File: config.mk
export PLATFORM = sky130hd
export DESIGN_NAME = layer_input_feeder
export DESIGN_NICKNAME = d
export VERILOG_FILES = /design/src/rtl/layer_input_feeder.sv
export SDC_FILE = /design/constraint.sdc
export NUM_CORES = 1
export LEC_CHECK = 0
export CAP_MARGIN = 20
export CORE_MARGIN = 2
export CORE_UTILIZATION = 54
export CTS_BUF_LIST = sky130_fd_sc_hd__clkbuf_2
export CTS_CLUSTER_DIAMETER = 80
export DETAILED_ROUTE_END_ITERATION = 10
export GPL_TIMING_DRIVEN = 0
export PLACE_DENSITY = 0.81
export SKIP_LAST_GASP = 1
export SYNTH_ARGS = -nofsm -noshare
export SYNTH_HDL_FRONTEND = slang
export SYNTH_SLANG_ARGS = --single-unit
File: constraint.sdc
create_clock -name clk -period 2.33 [get_ports clk]
set_input_delay 0.3495 -clock clk [delete_from_list [all_inputs] [get_ports clk]]
set_output_delay 0.3495 -clock clk [all_outputs]
set_load 0.03 [all_outputs]
File: src/rtl/layer_input_feeder.sv
// Feeds N_INPUTS activation words to a layer, then waits (with a watchdog)
// for the layer counter to report that every word has been accumulated.
module layer_input_feeder #(
   parameter int N_INPUTS = 3,
   parameter int DATA_W   = 8,
   parameter int TIMEOUT  = 15
) (
   input  logic              clk,
   input  logic              rst,
   input  logic              start,
   input  logic              in_valid,
   input  logic [DATA_W-1:0] in_data,
   output logic              in_ready,
   output logic [DATA_W-1:0] x_data,
   output logic              ack,
   output logic              clr,
   input  logic              ack__mac,
   output logic              busy,
   output logic              done,
   output logic              err
);

   typedef enum logic [2:0] {
      IDLE,
      CLEAR,
      FEED,
      WAIT_MAC,
      FINISH
   } state_t;

   localparam logic [7:0] LAST_IDX = 8'(N_INPUTS - 1);
   localparam logic [7:0] WDOG_MAX = 8'(TIMEOUT);

   state_t     r_state;
   logic [7:0] r_cnt;
   logic [7:0] r_wdog;
   logic       w_xfer;

   assign w_xfer = in_valid && in_ready;

   // Every state register and every output changes on the falling edge.
   always_ff @(negedge clk or posedge rst) begin
      if (rst) begin
         r_state  <= IDLE;
         r_cnt    <= 8'd0;
         r_wdog   <= 8'd0;
         x_data   <= '0;
         in_ready <= 1'b0;
         ack      <= 1'b0;
         clr      <= 1'b0;
         busy     <= 1'b0;
         done     <= 1'b0;
         err      <= 1'b0;
      end else begin
         ack  <= 1'b0;
         clr  <= 1'b0;
         done <= 1'b0;
         case (r_state)
            IDLE: begin
               in_ready <= 1'b0;
               if (start) begin
                  r_state <= CLEAR;
                  r_cnt   <= 8'd0;
                  err     <= 1'b0;
                  clr     <= 1'b1;
                  busy    <= 1'b1;
               end
            end
            CLEAR: begin
               r_state  <= FEED;
               in_ready <= 1'b1;
            end
            FEED: begin
               if (w_xfer) begin
                  x_data <= in_data;
                  ack    <= 1'b1;
                  r_cnt  <= r_cnt + 8'd1;
                  if (r_cnt == LAST_IDX) begin
                     r_state  <= WAIT_MAC;
                     r_wdog   <= 8'd0;
                     in_ready <= 1'b0;
                  end
               end
            end
            WAIT_MAC: begin
               // A completion arriving together with the timeout still counts as success.
               if (ack__mac) begin
                  r_state <= FINISH;
                  done    <= 1'b1;
               end else if (r_wdog == WDOG_MAX) begin
                  r_state <= IDLE;
                  err     <= 1'b1;
                  busy    <= 1'b0;
               end else begin
                  r_wdog <= r_wdog + 8'd1;
               end
            end
            FINISH: begin
               r_state <= IDLE;
               busy    <= 1'b0;
            end
            default: begin
               r_state  <= IDLE;
               in_ready <= 1'b0;
               busy     <= 1'b0;
            end
         endcase
      end
   end

endmodule

Word level (Yosys, flattened, before mapping):

Index checks and enable logic that the tools add are counted.

* add/sub/neg operators: 2
* multiply operators: 0
* div/mod/pow operators: 0
* $lt $le $gt $ge: 0
* eq/ne operators: 13
* shift operators: 0
* muxes and demuxes: 31
* bitwise logic cells: 2
* reduce and logical (&&, ||, !) cells: 14

Operators with widths (count)
* two-way mux 8 bit: 6
* case mux 8 bit (2 select lines): 2
* adder 8 x 1 -> 8 bit, second input constant: 2
* two-way mux 3 bit: 5
* two-way mux 1 bit: 14
* inequality test 2 bit, second input constant: 6
* case mux 3 bit (4 select lines): 1
* AND reduction 4 bit: 3
* equality test 8 x 2 -> 1 bit, second input constant: 1
* equality test 8 x 4 -> 1 bit, second input constant: 1
* equality test 3 x 2 -> 1 bit, second input constant: 2
* case mux 1 bit (3 select lines): 2
* AND reduction 3 bit: 2
* nonzero test 2 bit: 3
* AND reduction 5 bit: 1
* OR reduction 2 bit: 2
* equality test 3 x 1 -> 1 bit, second input constant: 1
* equality test 3 bit, second input constant: 1
* logical NOT 3 bit: 1
* inequality test 3 bit, second input constant: 1
* NOT 1 bit: 2
* case mux 1 bit (2 select lines): 1
* AND reduction 2 bit: 1
* logical AND 1 bit: 1

* register bits: 33
* bits in latches: 0
* memory bits (writable): 0
* bits in read-only memories: 0
* input port bits: 13
* output and inout port bits: 14
* logic and storage cells: 72
* memories kept: 0

Logic depth before layout (Yosys ltp):

* word-level depth: 4
* depth in mapped cells: 7
* mapped depth without buffers: 6

==> results <==
[worst paths after layout]
| check | startpoint | slack (ps) | endpoint |
|---|---|---|---|
| max in group asynchronous | rst | 330 | r_state[0]$_DFFE_NP0P_ |
| max reg2reg | r_wdog[0]$_DFFE_NP0P_ | 470 | r_wdog[5]$_DFFE_NP0P_ |
| min reg2reg | r_cnt[6]$_DFFE_NP0P_ | 430 | r_cnt[6]$_DFFE_NP0P_ |
| max | err$_DFFE_NP0P_ | -130 | err |
| min | r_cnt[6]$_DFFE_NP0P_ | 430 | r_cnt[6]$_DFFE_NP0P_ |
| min in group asynchronous | rst | 1440 | r_wdog[7]$_DFFE_NP0P_ |
[per-stage QoR]
stage               hold WS (ps)  instances  total power, mW  setup TNS (ps)
finish                       430        232             2.04           -1390
global placement             418        218             1.69          -36910
CTS                          440        231             2.04           -1730
floorplan                    400        161             1.41           -1920
global route                 467        232             2.18           -2300
detailed placement           422        219             1.72          -21730
[synthesized netlist by cell type (all sizes together)]
master and instances:
a211o 5, a21boi 1, a21oi 1, a22o 2
a31oi 1, and2 1, and3 5, and4b 2
and4bb 1, buf 3, clkbuf 4, clkinv 1
dfrtn 33, ha 3, inv 5, mux2i 3
nand2 36, nand3 9, nand3b 3, nand4 2
nand4b 1, nand4bb 1, nor2 7, nor3 9
nor3b 3, nor4 1, nor4b 1, o211ai 1
o21ai 5, o31ai 1, o41ai 1, or2 3
or3 1, or3b 1, xnor2 4
[flip-flops by register name, summed over array words and instances (netlist names)]
register,cells
done,1
clr,1
err,1
ack,1
r_cnt,8
r_wdog,8
in_ready,1
r_state,3
x_data,8
busy,1
[power breakdown]
| part | internal [mW] | switching [mW] | total (mW) |
|---|---|---|---|
| Clock | 0.0655 | 0.192 | 0.258 |
| Sequential | 0.739 | 0.113 | 0.852 |
| Combinational | 0.422 | 0.506 | 0.929 |
| Total | 1.23 | 0.812 | 2.04 |
[what timing repair did]
item	CTS	global route
hold endpoints to repair	0	0
setup endpoints to repair	41	15
pin swaps	3	0
setup buffers	5	1
resized for setup	108	2
[final cells by class]
| class | count | area share, % |
|---|---|---|
| buffer | 6 | 2.08 |
| clock buffer | 5 | 1.23 |
| clock inverter | 3 | 0.613 |
| timing repair buffer | 33 | 17.0 |
| multi-input combinational | 115 | 35.6 |
| sequential | 33 | 40.5 |
| inverter | 6 | 1.10 |
| tap | 31 | 1.90 |
[kinds of logic after synthesis]
family / Yosys count / share of synthesized area [%]
AOI/OAI and AO/OA: 18 / 9.30
muxes: 3 / 1.86
xor gates and xnor gates: 4 / 2.17
DFF: 33 / 51.2
and+or+nand+nor: 87 / 29.1
adders and majority gates: 3 / 2.33
buffers and inverters: 13 / 4.11
[layer usage]
| metal | up-vias | share of wire [%] |
|---|---|---|
| li1 | 639 | - |
| met1 | 616 | 46 |
| met2 | 34 | 46 |
| met3 | 6 | 6.9 |
| met4 | 0 | 1.8 |
| met5 | - | 0 |
==> metrics list <==
* Average wire per cell in the routed design: between 10 and 15 um
- Startpoint kind of the worst setup timing path: register
- Once routing completed, OpenROAD measured the worst setup slack at -131 ps.
* Vias in the first global route: ~1.2k
- Across all layers, the routed design uses around 1.3k vias.
- In this run the horizontal extent of the chip is 58.7 um.
- Portion of the post-synthesis area used by sequential elements: 51.2%
- Buffers & Inverters on Critical Path: 1
* Number of max-slew violations in the final report: 0
- DRC violations left: 1
- The clock passes through at most 2 buffers.
- From synthesis to final layout, the design area changed by 26.4%.
- The die covers 3440 um2.
- The final layout contains routed wiring with a total length of 3.14 mm.
- For the final database, setup skew stands at 15.6 ps.
- Counting instances, the worst hold path has a depth of 1.
- For this run, the total global-route usage over all layers was measured as 21.5%.
- Synth area leaders: sky130_fd_sc_hd__dfrtn_1 (51%), sky130_fd_sc_hd__nand2_1 (8.4%), sky130_fd_sc_hd__a211o_2 (3.1%)
- Global route total overflow: 0
- The finished cells cover 2040 um2.
- Library cell with the largest summed area after synthesis: sky130_fd_sc_hd__dfrtn_1
- Among all stages on the critical path, the largest delay is contributed by sky130_fd_sc_hd__dfrtn_1.
* Antenna diode count: 0
* ANT nets after route: 0
- Entering global routing, the biggest net connects 19 pins.
- The checks that failed: design-rule violations, negative setup slack.
- The analysis attributes to cell leakage a power of 0.981 nW.
- The cell sitting at the root of the clock tree is a sky130_fd_sc_hd__clkbuf_2.
- Initial Util: 57.5%
* Type of the tightest min-delay check: register to register
- When the netlist entered floorplanning its net count stood at between 150 and 200.
- The signal on the critical path passes through buf_6.
* Weighted congestion reported at the end of routability-driven placement: 0.859
* DP Wirelength: 2.28 mm
* Required @ worst endpoint: 1980 ps
- The tool flagged a number of max-cap violations equal to 0.
- Kind of cell adding the most delay to the critical path: flip-flops
* Number of hold buffers added after CTS: 0
* CP Class: register to output pin
- The Yosys step of the flow raised 0 warnings.
* Total stage count of the critical path: 1
- STA classifies the critical path endpoint as an output pin.
* Average via count per standard cell: 5.58
- Global routing used 9.67% of the available met3 tracks.
* Port-buffer cells: 26
* Area share of the largest cell type after synthesis: 51.2%
* Placeable core region: 2810 um2
- At the pin with the least slew margin, the transition time is around 670 ps.
* Final Setup Violations: 15
- GR Layer Usage met1: 24.7%
* Cell variety after synth: 40
- The placed instances occupy a cell area of 1950 um2.
* Delay of the slowest critical-path stage: 470 ps
* Floorplan row count: 19
- TritonCTS created 5 clock buffers.
- Measured in cells, the most critical reg-to-reg path has a length of 6.
- Counting flops and latches in the post-synthesis netlist gives 33.
- Prior to clock tree synthesis, the placed netlist has a worst setup slack of -895 ps.
- Die height: about 59 um
- Signal arrival time at the worst endpoint: 2110 ps
- RSZ-0062 raised after global routing: yes
* Slew Limit Headroom: 55.2%
* Power density cells: between 900 and 1000 nW/um2
- Fraction of layout instances using a drive strength above 1: 24.9%
- Each instance of the synthesized netlist takes up on average 10.0 um2.
* FF/Latch Area: 826 um2
- Global routing usage on met2: between 30 and 40%
- The first global-routing pass estimated between 5 and 6 mm of wire.
* Critical path fanouts, max: 2
- Peak ir drop on the vdd network: between 600 and 700 uV
- Clock tree from TritonCTS: done
* H-tree lvl count: 2
- Clock latency on the worst-skew pair: 330 ps
- # nets final: roughly 220
- Count of endpoints failing hold in the final timing report: 0
- After technology mapping, the gate count stands at about 160.
- Outcome: complete, but fails checks
* Most congested layer reported by global routing: met2
- Netlist Area Pre-Place: 1610 um2
- For this design the top-level I/O count stands at 27.
- Leaving out fill and tap cells, the most frequent cells in the layout are sky130_fd_sc_hd__nand2_1 (35), sky130_fd_sc_hd__dfrtn_1 (33), sky130_fd_sc_hd__buf_6 (16).
* Layout filler cell count: roughly 210
- The tree built by TritonCTS fans out to 33 sinks.
* Register clock-pin slew on the reported worst setup and hold paths: 110 ps
- Number of antenna violations at the first check in global routing: 0
- The first TritonRoute pass finished after 7 iterations.
- Summing all multi-input logic gate instances after layout gives 727 um2.
- First DRT Iteration DRCs: 35
- Final core utilization: 72.7%
- Leaving out fill and tap cells, the most frequent cell in the layout is sky130_fd_sc_hd__nand2_1.
Power figures use the tool's default switching activity.
